File: src/rtl/seg7_pkg.sv
`default_nettype none
// ============================================================================
// Module      : seg7_pkg
// Description : Shared definitions for the 7-segment scan decoder: the 16
//               active-low segment patterns (DP bit set, i.e. unlit), the
//               decimal-point bit position and the scan state encoding.
// Revision    : 1.0 - initial release
// ============================================================================
package seg7_pkg;

    // Active-low patterns, bit 0 = segment a, bit 7 = DP (unlit here).
    localparam logic [7:0] C_PAT_0 = 8'hC0;
    localparam logic [7:0] C_PAT_1 = 8'hF9;
    localparam logic [7:0] C_PAT_2 = 8'hA4;
    localparam logic [7:0] C_PAT_3 = 8'hB0;
    localparam logic [7:0] C_PAT_4 = 8'h99;
    localparam logic [7:0] C_PAT_5 = 8'h92;
    localparam logic [7:0] C_PAT_6 = 8'h82;
    localparam logic [7:0] C_PAT_7 = 8'hF8;
    localparam logic [7:0] C_PAT_8 = 8'h80;
    localparam logic [7:0] C_PAT_9 = 8'h90;
    localparam logic [7:0] C_PAT_A = 8'h88;
    localparam logic [7:0] C_PAT_B = 8'h83;
    localparam logic [7:0] C_PAT_C = 8'hC6;
    localparam logic [7:0] C_PAT_D = 8'hA1;
    localparam logic [7:0] C_PAT_E = 8'h86;
    localparam logic [7:0] C_PAT_F = 8'h8E;

    // Bit position of the decimal point within each 8-bit digit pattern.
    localparam int C_DP_BIT = 7;

    typedef enum logic [1:0] {
        ST_IDLE = 2'd0,
        ST_SCAN = 2'd1,
        ST_DONE = 2'd2
    } state_t;

endpackage : seg7_pkg

`default_nettype wire

File: src/rtl/seg7_decode.sv
`default_nettype none
// ============================================================================
// Module      : seg7_decode
// Description : Combinational 7-segment pattern to hex nibble decoder. Only
//               segments a..g are compared; the decimal point is ignored.
//               Unknown patterns give nibble 0 with err set.
// Ports       : pattern [7:0] - active-low segment pattern (bit 7 = DP)
//               nibble  [3:0] - decoded hex value
//               err           - pattern not in the table
// Revision    : 1.0 - initial release
// ============================================================================
module seg7_decode
    import seg7_pkg::*;
(
    input  logic [7:0] pattern,
    output logic [3:0] nibble,
    output logic       err
);

    // The DP bit is deliberately not part of the match.
    logic unused_dp;
    assign unused_dp = pattern[C_DP_BIT];

    always_comb begin
        nibble = 4'h0;
        err    = 1'b0;
        case (pattern[6:0])
            C_PAT_0[6:0]: nibble = 4'h0;
            C_PAT_1[6:0]: nibble = 4'h1;
            C_PAT_2[6:0]: nibble = 4'h2;
            C_PAT_3[6:0]: nibble = 4'h3;
            C_PAT_4[6:0]: nibble = 4'h4;
            C_PAT_5[6:0]: nibble = 4'h5;
            C_PAT_6[6:0]: nibble = 4'h6;
            C_PAT_7[6:0]: nibble = 4'h7;
            C_PAT_8[6:0]: nibble = 4'h8;
            C_PAT_9[6:0]: nibble = 4'h9;
            C_PAT_A[6:0]: nibble = 4'hA;
            C_PAT_B[6:0]: nibble = 4'hB;
            C_PAT_C[6:0]: nibble = 4'hC;
            C_PAT_D[6:0]: nibble = 4'hD;
            C_PAT_E[6:0]: nibble = 4'hE;
            C_PAT_F[6:0]: nibble = 4'hF;
            default: begin
                nibble = 4'h0;
                err    = 1'b1;
            end
        endcase
    end

endmodule : seg7_decode

`default_nettype wire

File: src/rtl/seg7_scan_decoder.sv
`default_nettype none
// ============================================================================
// Module      : seg7_scan_decoder
// Description : On a START pulse, snapshots NUM_DIGITS 7-segment patterns and
//               decodes them one digit per cycle through a single shared
//               seg7_decode instance, then publishes VALUE/ERR with a
//               one-cycle VALID pulse. Latency is NUM_DIGITS+1 edges.
// Parameters  : NUM_DIGITS (1..8, default 6)
// Macro       : SEG7_DP_CAPTURE_EN - when defined, adds the DP output holding
//               the captured (active-high) decimal points.
// Ports       : CLOCK_50 - clock, rising edge
//               RESET    - synchronous active-high reset
//               START    - single-cycle scan request (ignored while busy)
//               HEX_IN   - active-low patterns, digit k at [8k+7:8k]
//               BUSY     - scan in progress
//               VALID    - one-cycle result strobe
//               VALUE    - decoded nibbles, digit k at [4k+3:4k]
//               ERR      - per-digit unrecognised-pattern flag
//               DP       - per-digit decimal point (macro only)
// Revision    : 1.0 - initial release
// ============================================================================
module seg7_scan_decoder
    import seg7_pkg::*;
#(
    parameter int NUM_DIGITS = 6
)
(
    input  logic                    CLOCK_50,
    input  logic                    RESET,
    input  logic                    START,
    input  logic [8*NUM_DIGITS-1:0] HEX_IN,
    output logic                    BUSY,
    output logic                    VALID,
    output logic [4*NUM_DIGITS-1:0] VALUE,
    output logic [NUM_DIGITS-1:0]   ERR
`ifdef SEG7_DP_CAPTURE_EN
    ,
    output logic [NUM_DIGITS-1:0]   DP
`endif
);

    localparam int              IDX_W      = (NUM_DIGITS > 1) ? $clog2(NUM_DIGITS) : 1;
    localparam logic [IDX_W-1:0] C_LAST_IDX = IDX_W'(NUM_DIGITS - 1);

    state_t                  r_state;
    state_t                  w_next_state;
    logic [8*NUM_DIGITS-1:0] r_snap;
    logic [IDX_W-1:0]        r_idx;
    logic [4*NUM_DIGITS-1:0] r_work_value;
    logic [NUM_DIGITS-1:0]   r_work_err;
    logic                    r_valid;
    logic                    w_start_ok;
    logic [7:0]              w_pattern;
    logic [3:0]              w_nibble;
    logic                    w_err;

    // VALID is high in the first IDLE cycle after DONE; a START seen in that
    // cycle is the back-to-back case and must not launch a new scan.
    assign w_start_ok = (r_state == ST_IDLE) && START && !r_valid;

    assign BUSY  = (r_state != ST_IDLE);
    assign VALID = r_valid;

    // ------------------------------------------------------------------
    // State register
    // ------------------------------------------------------------------
    always_ff @(posedge CLOCK_50) begin
        if (RESET) begin
            r_state <= ST_IDLE;
        end else begin
            r_state <= w_next_state;
        end
    end

    // ------------------------------------------------------------------
    // Next-state logic
    // ------------------------------------------------------------------
    always_comb begin
        w_next_state = r_state;
        case (r_state)
            ST_IDLE: if (w_start_ok)          w_next_state = ST_SCAN;
            ST_SCAN: if (r_idx == C_LAST_IDX) w_next_state = ST_DONE;
            ST_DONE:                          w_next_state = ST_IDLE;
            default:                          w_next_state = ST_IDLE;
        endcase
    end

    // ------------------------------------------------------------------
    // Digit select from the snapshot into the shared decoder
    // ------------------------------------------------------------------
    always_comb begin
        w_pattern = r_snap[7:0];
        for (int k = 0; k < NUM_DIGITS; k++) begin
            if (r_idx == IDX_W'(k)) begin
                w_pattern = r_snap[8*k +: 8];
            end
        end
    end

    seg7_decode u_decode (
        .pattern (w_pattern),
        .nibble  (w_nibble),
        .err     (w_err)
    );

    // ------------------------------------------------------------------
    // Datapath: snapshot, per-digit accumulation, result publication
    // ------------------------------------------------------------------
    always_ff @(posedge CLOCK_50) begin
        if (RESET) begin
            r_snap       <= '0;
            r_idx        <= '0;
            r_work_value <= '0;
            r_work_err   <= '0;
            r_valid      <= 1'b0;
            VALUE        <= '0;
            ERR          <= '0;
`ifdef SEG7_DP_CAPTURE_EN
            DP           <= '0;
`endif
        end else begin
            r_valid <= 1'b0;
            case (r_state)
                ST_IDLE: begin
                    if (w_start_ok) begin
                        r_snap       <= HEX_IN;
                        r_idx        <= '0;
                        r_work_value <= '0;
                        r_work_err   <= '0;
                    end
                end
                ST_SCAN: begin
                    for (int k = 0; k < NUM_DIGITS; k++) begin
                        if (r_idx == IDX_W'(k)) begin
                            r_work_value[4*k +: 4] <= w_nibble;
                            r_work_err[k]          <= w_err;
                        end
                    end
                    r_idx <= r_idx + 1'b1;
                end
                ST_DONE: begin
                    VALUE   <= r_work_value;
                    ERR     <= r_work_err;
                    r_valid <= 1'b1;
`ifdef SEG7_DP_CAPTURE_EN
                    // Snapshot is still intact here; DP is active-low on input.
                    for (int k = 0; k < NUM_DIGITS; k++) begin
                        DP[k] <= ~r_snap[8*k + C_DP_BIT];
                    end
`endif
                end
                default: begin
                end
            endcase
        end
    end

endmodule : seg7_scan_decoder

`default_nettype wire

File: config.mk
export PLATFORM = sky130hd
export DESIGN_NAME = seg7_scan_decoder
export DESIGN_NICKNAME = d
export VERILOG_FILES = /design/src/rtl/seg7_pkg.sv /design/src/rtl/seg7_decode.sv /design/src/rtl/seg7_scan_decoder.sv
export SDC_FILE = /design/constraint.sdc
export NUM_CORES = 1
export LEC_CHECK = 0
export CAP_MARGIN = 10
export CORE_MARGIN = 5
export CORE_UTILIZATION = 45
export CTS_BUF_LIST = sky130_fd_sc_hd__clkbuf_8 sky130_fd_sc_hd__clkbuf_16
export DETAILED_ROUTE_END_ITERATION = 8
export PLACE_DENSITY = 0.7
export SETUP_SLACK_MARGIN = 0.1
export SLEW_MARGIN = 40
export SYNTH_ARGS = -nofsm -noshare
export SYNTH_HDL_FRONTEND = slang
export SYNTH_SLANG_ARGS = --single-unit
File: constraint.sdc
create_clock -name CLOCK_50 -period 3.3 [get_ports CLOCK_50]
set_clock_uncertainty 0.1 [all_clocks]
set_input_delay 0.99 -clock CLOCK_50 [delete_from_list [all_inputs] [get_ports CLOCK_50]]
set_output_delay 0.99 -clock CLOCK_50 [all_outputs]
set_load 0.01 [all_outputs]
==> results of run 1 <==
## cells by family after synthesis
kind of cell	count (synthesis)
fa+ha+maj	5
buf+inv	52
simple gates	274
flops	108
compound gates	162
## routing by layer
| layer | routed length [um] | vias to the layer above | track usage |
|---|---|---|---|
| met3 | 501 | 16 | 0.0367 |
| met1 | 5070 | 1963 | 0.234 |
| met4 | 250 | 0 | 0.0529 |
| li1 | - | 2189 | - |
| met2 | 5610 | 102 | 0.315 |
| met5 | 0 | - | 0 |
## worst max-delay path: cells and delay by family, from the launching register on
family	cells	cell delay, ns
fa+ha+maj	1	0.26
flops	1	0.42
buf+inv	1	0.16
simple gates	2	0.79
compound gates	5	1.25
## stage by stage
step | utilization | instance area (um2) | hold slack [ns]
global placement | 0.545 | 5600 | 0.336
CTS | 0.565 | 5810 | 0.346
finish | 0.573 | 5890 | 0.351
detailed placement | 0.545 | 5600 | 0.345
floorplan | - | 4710 | 0.325
global route | 0.573 | 5890 | 0.371
## state kept, by name, indices dropped and copies added, names as in the netlist
register,flops
r_snap,42
VALUE,24
r_work_value,24
ERR,6
r_work_err,6
r_idx,3
r_state,2
VALID,1
## placed cells by master, fill, tap and decap left out, types with 5 or more instances in the layout
cell,count
nand2_1,186
dfxtp_1,108
a21oi_1,90
clkdlybuf4s50_1,75
o21ai_0,18
buf_4,18
inv_1,15
nor2b_1,15
nor2_1,15
nand3b_1,9
clkbuf_8,9
nor3b_1,8
o32ai_1,8
o21ai_2,6
nand2b_1,6
o21ai_1,6
nand3_1,6
nand4b_1,5
## final timing paths
check	slack, ns	end	depth (start not counted)
worst max-delay path	0.26	r_work_value[9]	9
worst min register to register	0.35	VALUE[4]	2
worst max register to register	0.26	r_work_value[9]	9
worst min-delay path	0.35	VALUE[4]	2
## final cells by class
class                      count  area (um2)
fill                         987        4390
multi-input combinational    441        2410
sequential                   108        2160
timing repair buffer          94         891
tap                          136         170
clock buffer                   9         124
clock inverter                 7        75.1
inverter                      15        56.3
## power by group through the flow
stage | sequential, mW | combinational (mW) | clock [mW]
after floorplan | 1.40 | 0.324 | 0
after global placement | 1.41 | 0.488 | 0
after detailed placement | 1.41 | 0.493 | 0
after CTS | 1.38 | 0.495 | 0.824
after global routing | 1.39 | 0.567 | 0.879
final | 1.39 | 0.512 | 0.800
## timing repair
| action | CTS | global route |
|---|---|---|
| gates resized for setup | 1 | 13 |
| pin swaps | 0 | 1 |
| endpoints found under the setup margin | 3 | 30 |
==> results_dict.tcl, run 1 <==
set metrics [dict create \
    syn_nets 657 \
    finalCritPeriodShare 0.922 \
    first_pass_iters 4 \
    slew_violations 0 \
    routedWlPerCell_um 14.1 \
    clock_latency_ns 0.37 \
    post_synth.cell_area_avg_um2 7.83 \
    cts.htree.levels 3 \
    dieArea_um2 12600 \
    antenna_found_initial 0 \
    dpl.hpwl_um 8390 \
    p_sw_frac 0.306 \
    worstPathArrival_ns 3.25 \
    grt_pass1_wl_um 19300 \
    rsz0062_at_grt "true" \
    grt_overflow 0 \
    max_freq_ghz 0.329 \
    post_cts_buffers 0 \
    ios 83 \
    synth_area_leaders "dfxtp_1, nand2_1, a21oi_1, nor2b_1, clkbuf_1" \
    synth_top_area_frac 0.459 \
    crit_start "r_idx[0]" \
    finalHoldViolCount 0 \
    die_w_um 112 \
    synthSimpleGateAreaFrac 0.265 \
    grt_pass1_vias 4077 \
    slowest_stage "or4_1" \
    p_leak_nw 2.03 \
    cts_sinks 108 \
    power_density_nw_per_um2 458 \
    grt_use_total 0.183 \
    synth_cells 601 \
    cts_tree "yes" \
    hold_start "r_work_value[4]" \
    finalPower_mw 2.70 \
    die_y_um 112 \
    antenna_cells 0 \
    grt_max_degree 64 \
    setup_tns_ns 0 \
    netlist_top_cells_count "nand2_1, dfxtp_1, a21oi_1" \
    cts-root-buf "clkbuf_8" \
    synthMuxAreaShare 0 \
    placed_cells 794 \
    hold_path.class "flip-flop to flip-flop" \
    synth_adder_area_share 0.0133 \
    synth.most_common_cell "nand2_1" \
    yosys.area.top_type "dfxtp_1" \
    nNetsFinal 725 \
    vias 4270 \
    setup_viol 0 \
    dp_slack_ns 0.104 \
    synth_xor_area_frac 0 \
    gp_congestion 0.933 \
    holdBufCountCts 0 \
    reg2reg_from "r_idx[0]" \
    cp_data_required_time_ns 3.51 \
    synth_seq_cells 108 \
    drtAntennaViolNets 0 \
    clockPowerShare 0.297 \
    fin_cells 810 \
    drv_cap 0 \
    areaGrowthSynthToFinish_pct 25.1 \
    drive_gt1_frac 0.0994 \
    ys_seq_area_frac 0.459 \
    ir_drop_mv 0.262 \
    viasPerCell 5.27 \
    crit_chain "inv_1 -> ha_4 -> nor3b_1 -> o32ai_2 -> a221o_1 -> or4_1 -> a211o_1 -> o211a_4 -> o21ai_2" \
    start_util 0.458 \
    cts_buffers 9 \
    relSlewSlack 0.591 \
    power_frac_seq 0.514 \
    ys_warn_count 0 \
    end_kind "flip-flop" \
    synth_area_um2 4710 \
    period_needed_ns 3.04 \
    comb_power_share 0.190 \
    synth_compound_area_frac 0.213 \
    synth_top_family_by_area "simple AND/OR/NAND/NOR gates" \
    synth_cell_type_count 49 \
    status "finished clean" \
    worstSetupPathType "flip-flop to flip-flop" \
    row_count 37 \
    synth_edf_count 0 \
    fp.coreArea_um2 10300 \
    clkSlewWorstSetupHoldPaths_ns 0.11 \
    switchingPower_mw 0.825 \
    p_int_mw 1.87 \
    drcViolationCount 0 \
    drt-initial-drc-count 165 \
    wl_um 11400 \
    cp_max_fo 16 \
    cts_buffer_depth 2 \
    worst_setup_path_start_kind "flip-flop" \
    tightest_slew_ns 0.613 \
    io_buffers 76 \
    async_flop_share 0 \
    synth_ff_type "dfxtp_1" \
    fin_ws_ns 0.258 \
    max_stage_delay_ns 0.50 \
]
Note: power is estimated with default switching activity, not from simulation.
==> run 2: changes to the inputs <==
- CTS_BUF_LIST: sky130_fd_sc_hd__clkbuf_8 sky130_fd_sc_hd__clkbuf_16 -> sky130_fd_sc_hd__clkbuf_4
==> results_dict.tcl, run 2 (synthesis results as in run 1) <==
set metrics [dict create \
    grt_max_degree 64 \
    most-common-layout-cells "nand2_1, dfxtp_1, a21oi_1" \
    cp_num_buf_inv 1 \
    grt_overflow 0 \
    cp_max_fo 16 \
    first_pass_iters 7 \
    p_leak_nw 2.01 \
    holdBufCountCts 0 \
    die_y_um 112 \
    multi_input_area_um2 2420 \
    ir_drop_mv 0.205 \
    tightest_slew_ns 0.617 \
    ios 83 \
    areaGrowthSynthToFinish_pct 24.1 \
    max_freq_ghz 0.326 \
    relSlewSlack 0.588 \
    hold_path.class "flip-flop to flip-flop" \
    worst_setup_path_start_kind "flip-flop" \
    cts.htree.levels 3 \
    setup_viol 0 \
    antenna_cells 0 \
    largest_reg_flops 42 \
    routedWlPerCell_um 14.3 \
    path_delay_family "simple AND/OR/NAND/NOR gates" \
    slew_violations 0 \
    drcViolationCount 0 \
    finalHoldViolCount 0 \
    grt_pass1_vias 4086 \
    slowest_stage "a221oi_2" \
    row_count 37 \
    grt_use_total 0.183 \
    finalCritPeriodShare 0.928 \
    placed_cells 794 \
    clock_latency_ns 0.47 \
    worstSetupPathType "flip-flop to flip-flop" \
    io_buffers 76 \
    drv_cap 0 \
    rsz0062_at_grt "true" \
    final_common_cell "nand2_1" \
    die_w_um 112 \
    reg.largest.list "r_snap x42, VALUE x24, r_work_value x24" \
    setup_tns_ns 0 \
    grt_pass1_wl_um 19200 \
    gp_congestion 0.933 \
    drt-initial-drc-count 203 \
    drtAntennaViolNets 0 \
    cts_buffers 9 \
    viasPerCell 5.32 \
    fillers 999 \
    fp.coreArea_um2 10300 \
    power_density_nw_per_um2 440 \
    seq_area_um2 2160 \
    vias 4312 \
    max_stage_delay_ns 0.46 \
    antenna_found_initial 0 \
    period_needed_ns 3.06 \
    cts_buffer_depth 2 \
    end_kind "flip-flop" \
    start_util 0.458 \
    hold_slack_ns 0.354 \
    worstPathArrival_ns 3.38 \
    drive_gt1_frac 0.104 \
    crit_chain "inv_1 -> ha_4 -> nor3b_1 -> o32ai_2 -> a221oi_2 -> and2_1 -> a31oi_1 -> or4_1 -> and4_4 -> o21ai_0" \
    top_register "r_snap" \
    dpl.hpwl_um 8390 \
    clkSlewWorstSetupHoldPaths_ns 0.18 \
    fin_cells 810 \
    dieArea_um2 12600 \
    cts_sinks 108 \
    cts_tree "yes" \
    wl_um 11600 \
    nNetsFinal 725 \
    cts-root-buf "clkbuf_4" \
    status "finished clean" \
    cp_data_required_time_ns 3.61 \
]
run 2: final timing paths:
kind / startpoint / endpoint / slack, ns / depth (start not counted)
max: r_idx[0] / r_work_value[3] / 0.24 / 10
min: r_work_value[4] / VALUE[4] / 0.35 / 2
max reg2reg: r_idx[0] / r_work_value[3] / 0.24 / 10
min reg2reg: r_work_value[4] / VALUE[4] / 0.35 / 2
run 2: worst min-delay path, stage by stage, from the launching register on:
cell and delay [ns]:
dfxtp_1 0.34, nand2_1 0.05, a21oi_1 0.05
run 2: layer usage:
layer  GRT usage  vias to the layer above  share of wire
li1            -                     2192              -
met1       0.232                     2009           0.45
met2       0.315                       93           0.49
met3      0.0264                       18          0.038
met4      0.0673                        0          0.024
met5           0                        -              0
run 2: cell type report:
type,instances,area share
inverters,15,0.00964
clock inverters,7,0.0129
flip-flops and latches,108,0.370
clock buffers,9,0.0116
repair buffers,94,0.152
well taps,136,0.0291
multi-input cells,441,0.414
run 2: metrics by stage:
step           total power, mW  cell area [um2]  worst slack, ns   util
3_3_place_gp              1.90             5600            0.175  0.545
3_5_place_dp              1.91             5600            0.104  0.545
6_report                  2.57             5840            0.237  0.568
2_1_floorplan             1.73             4710            0.396      -
5_1_grt                   2.70             5840           0.0957  0.568
4_1_cts                   2.57             5750            0.109  0.559
run 2: repair_timing:
item | 4_1_cts | 5_1_grt
setup buffers | 0 | 0
pin swaps | 0 | 1
gates cloned | 0 | 0
gates resized for setup | 1 | 16
setup endpoints to repair | 6 | 30
run 2: report_power, final:
group,switching (mW),leakage [nW],internal [mW],total [mW]
clock network,0.486,0.0748,0.180,0.666
logic,0.294,1.05,0.221,0.515
registers,0.0339,0.877,1.35,1.39
==> run 3: changes to the inputs <==
- CTS_BUF_LIST: sky130_fd_sc_hd__clkbuf_4 -> sky130_fd_sc_hd__clkbuf_2
- PLACE_DENSITY: 0.7 -> 0.69
- SYNTH_HIERARCHICAL: unset -> 1
==> results_dict.tcl, run 3 <==
set metrics [dict create \
    status "finished clean" \
    drtAntennaViolNets 0 \
    antenna_found_initial 1 \
    vias 4470 \
    cts.htree.levels 3 \
    comb_power_share 0.242 \
    slowest_stage "a221o_1" \
    tightest_slew_ns 0.633 \
    power_density_nw_per_um2 417 \
    rrSetupSlack_ns 0.09 \
    placed_cells 815 \
    final_core_util 0.583 \
    start_util 0.462 \
    clock_latency_ns 0.59 \
    cts_buffers 9 \
    setup_viol 0 \
    clkSlewWorstSetupHoldPaths_ns 0.32 \
    dpl.hpwl_um 8700 \
    ys_warn_count 6 \
    fin_cells 842 \
    ir_drop_mv 0.180 \
    areaGrowthSynthToFinish_pct 26.3 \
    grt_pass1_vias 4348 \
    seq_area_um2 2170 \
    drt-initial-drc-count 257 \
    largest_reg_flops 42 \
    viasPerCell 5.31 \
    reg.largest.list "r_snap x42, VALUE x24, r_work_value x24" \
    power_frac_seq 0.530 \
    cts-root-buf "clkbuf_2" \
    grt_max_degree 46 \
    multi_input_area_um2 2720 \
    io_buffers 76 \
    routedWlPerCell_um 14.8 \
    most-common-layout-cells "nand2_1, dfxtp_1, a21oi_1" \
    synth_area_um2 5020 \
    worstSetupPathType "flip-flop to flip-flop" \
    worstPathArrival_ns 3.65 \
    synth_cells 618 \
    cts_buffer_depth 2 \
    syn_nets 674 \
    rsz0062_at_grt "true" \
    max_stage_delay_ns 0.44 \
    switchingPower_mw 0.850 \
    die_y_um 116 \
    fin_ws_ns 0.0906 \
    finalPower_mw 2.65 \
    period_needed_ns 3.21 \
    max_freq_ghz 0.312 \
    top_register "r_snap" \
    hold_path.class "flip-flop to flip-flop" \
    nNetsFinal 752 \
    relSlewSlack 0.578 \
    cts_tree "yes" \
    dieArea_um2 13400 \
    drv_cap 0 \
    grt_pass1_wl_um 20400 \
    finalCritPeriodShare 0.973 \
    clockPowerShare 0.228 \
    slew_violations 0 \
    grt_use_total 0.188 \
    cp_data_required_time_ns 3.74 \
    cp_max_fo 7 \
    fp.coreArea_um2 10900 \
    post_synth.cell_area_avg_um2 8.13 \
    fillers 984 \
    first_pass_iters 5 \
    p_sw_frac 0.321 \
    wl_um 12500 \
    row_count 38 \
    grt_overflow 0 \
    cts_sinks 108 \
    end_kind "flip-flop" \
    worst_setup_path_start_kind "flip-flop" \
    crit_chain "inv_2 -> buf_4 -> ha_4 -> buf_12 -> nor2b_1 -> o32ai_1 -> a221o_1 -> or3_4 -> nor4_4 -> a31oi_2 -> o21ai_2 -> or2_1 -> nand2_2 -> buf_6 -> mux2i_1" \
    finalHoldViolCount 0 \
    gp_congestion 0.843 \
    final_common_cell "nand2_1" \
    drcViolationCount 0 \
    die_w_um 116 \
    p_leak_nw 2.25 \
    ios 83 \
    p_int_mw 1.80 \
    drive_gt1_frac 0.153 \
    dp_slack_ns -0.124 \
]
## run 3: routing by layer
layer / vias up / track usage / wire length (um)
met2: 101 / 0.299 / 5760
met5: - / 0 / 0
met4: 0 / 0.0503 / 136
met3: 14 / 0.0386 / 649
li1: 2238 / - / -
met1: 2117 / 0.261 / 5950
## run 3: final timing paths
kind	start	endpoint	cells after the start
setup / recovery	r_idx[1]	r_work_value[18]	15
hold / removal	r_work_value[0]	VALUE[0]	2
setup reg to reg	r_idx[1]	r_work_value[18]	15
hold reg to reg	r_work_value[0]	VALUE[0]	2
## run 3: metrics by stage
stage                     cell area (um2)  setup TNS, ns  hold slack (ns)
after CTS                            6120              0            0.357
after floorplan                      5030              0            0.332
final                                6350              0            0.338
after global placement               5960        -0.0651            0.341
after detailed placement             5960         -0.172            0.347
after global routing                 6350        -0.0722            0.325
## run 3: timing repair
action                                  4_1_cts  5_1_grt
pin swaps                                     6       12
hold buffers                                  0        0
endpoints found under the setup margin       31       30
hold endpoints to repair                      0        0
setup buffers                                 0        9
gates resized for setup                      15       35
gates cloned                                  0        1
## run 3: cell type report
| class | instances | share of cell area |
|---|---|---|
| repair buffers | 119 | 0.178 |
| clock buffers | 9 | 0.00709 |
| diodes | 1 | 0.000394 |
| inverters | 11 | 0.00670 |
| well taps | 140 | 0.0276 |
| clock inverters | 7 | 0.0104 |
| flip-flops and latches | 108 | 0.342 |
| multi-input cells | 447 | 0.428 |
## run 3: critical path: cells and delay by family (launching register included)
family,cells,cell delay [ns]
AO/OA/AOI/OAI,4,0.72
adder cells (fa/ha/maj),1,0.18
buffers and inverters,4,0.47
flip-flops,1,0.43
multiplexers,1,0.14
AND/OR/NAND/NOR,5,1.12
## run 3: power groups by stage
stage	Combinational [mW]	Clock [mW]	Sequential, mW
floorplan	0.380	0	1.41
global placement	0.530	0	1.42
detailed placement	0.544	0	1.42
CTS	0.560	0.623	1.40
global route	0.694	0.680	1.41
finish	0.640	0.603	1.40
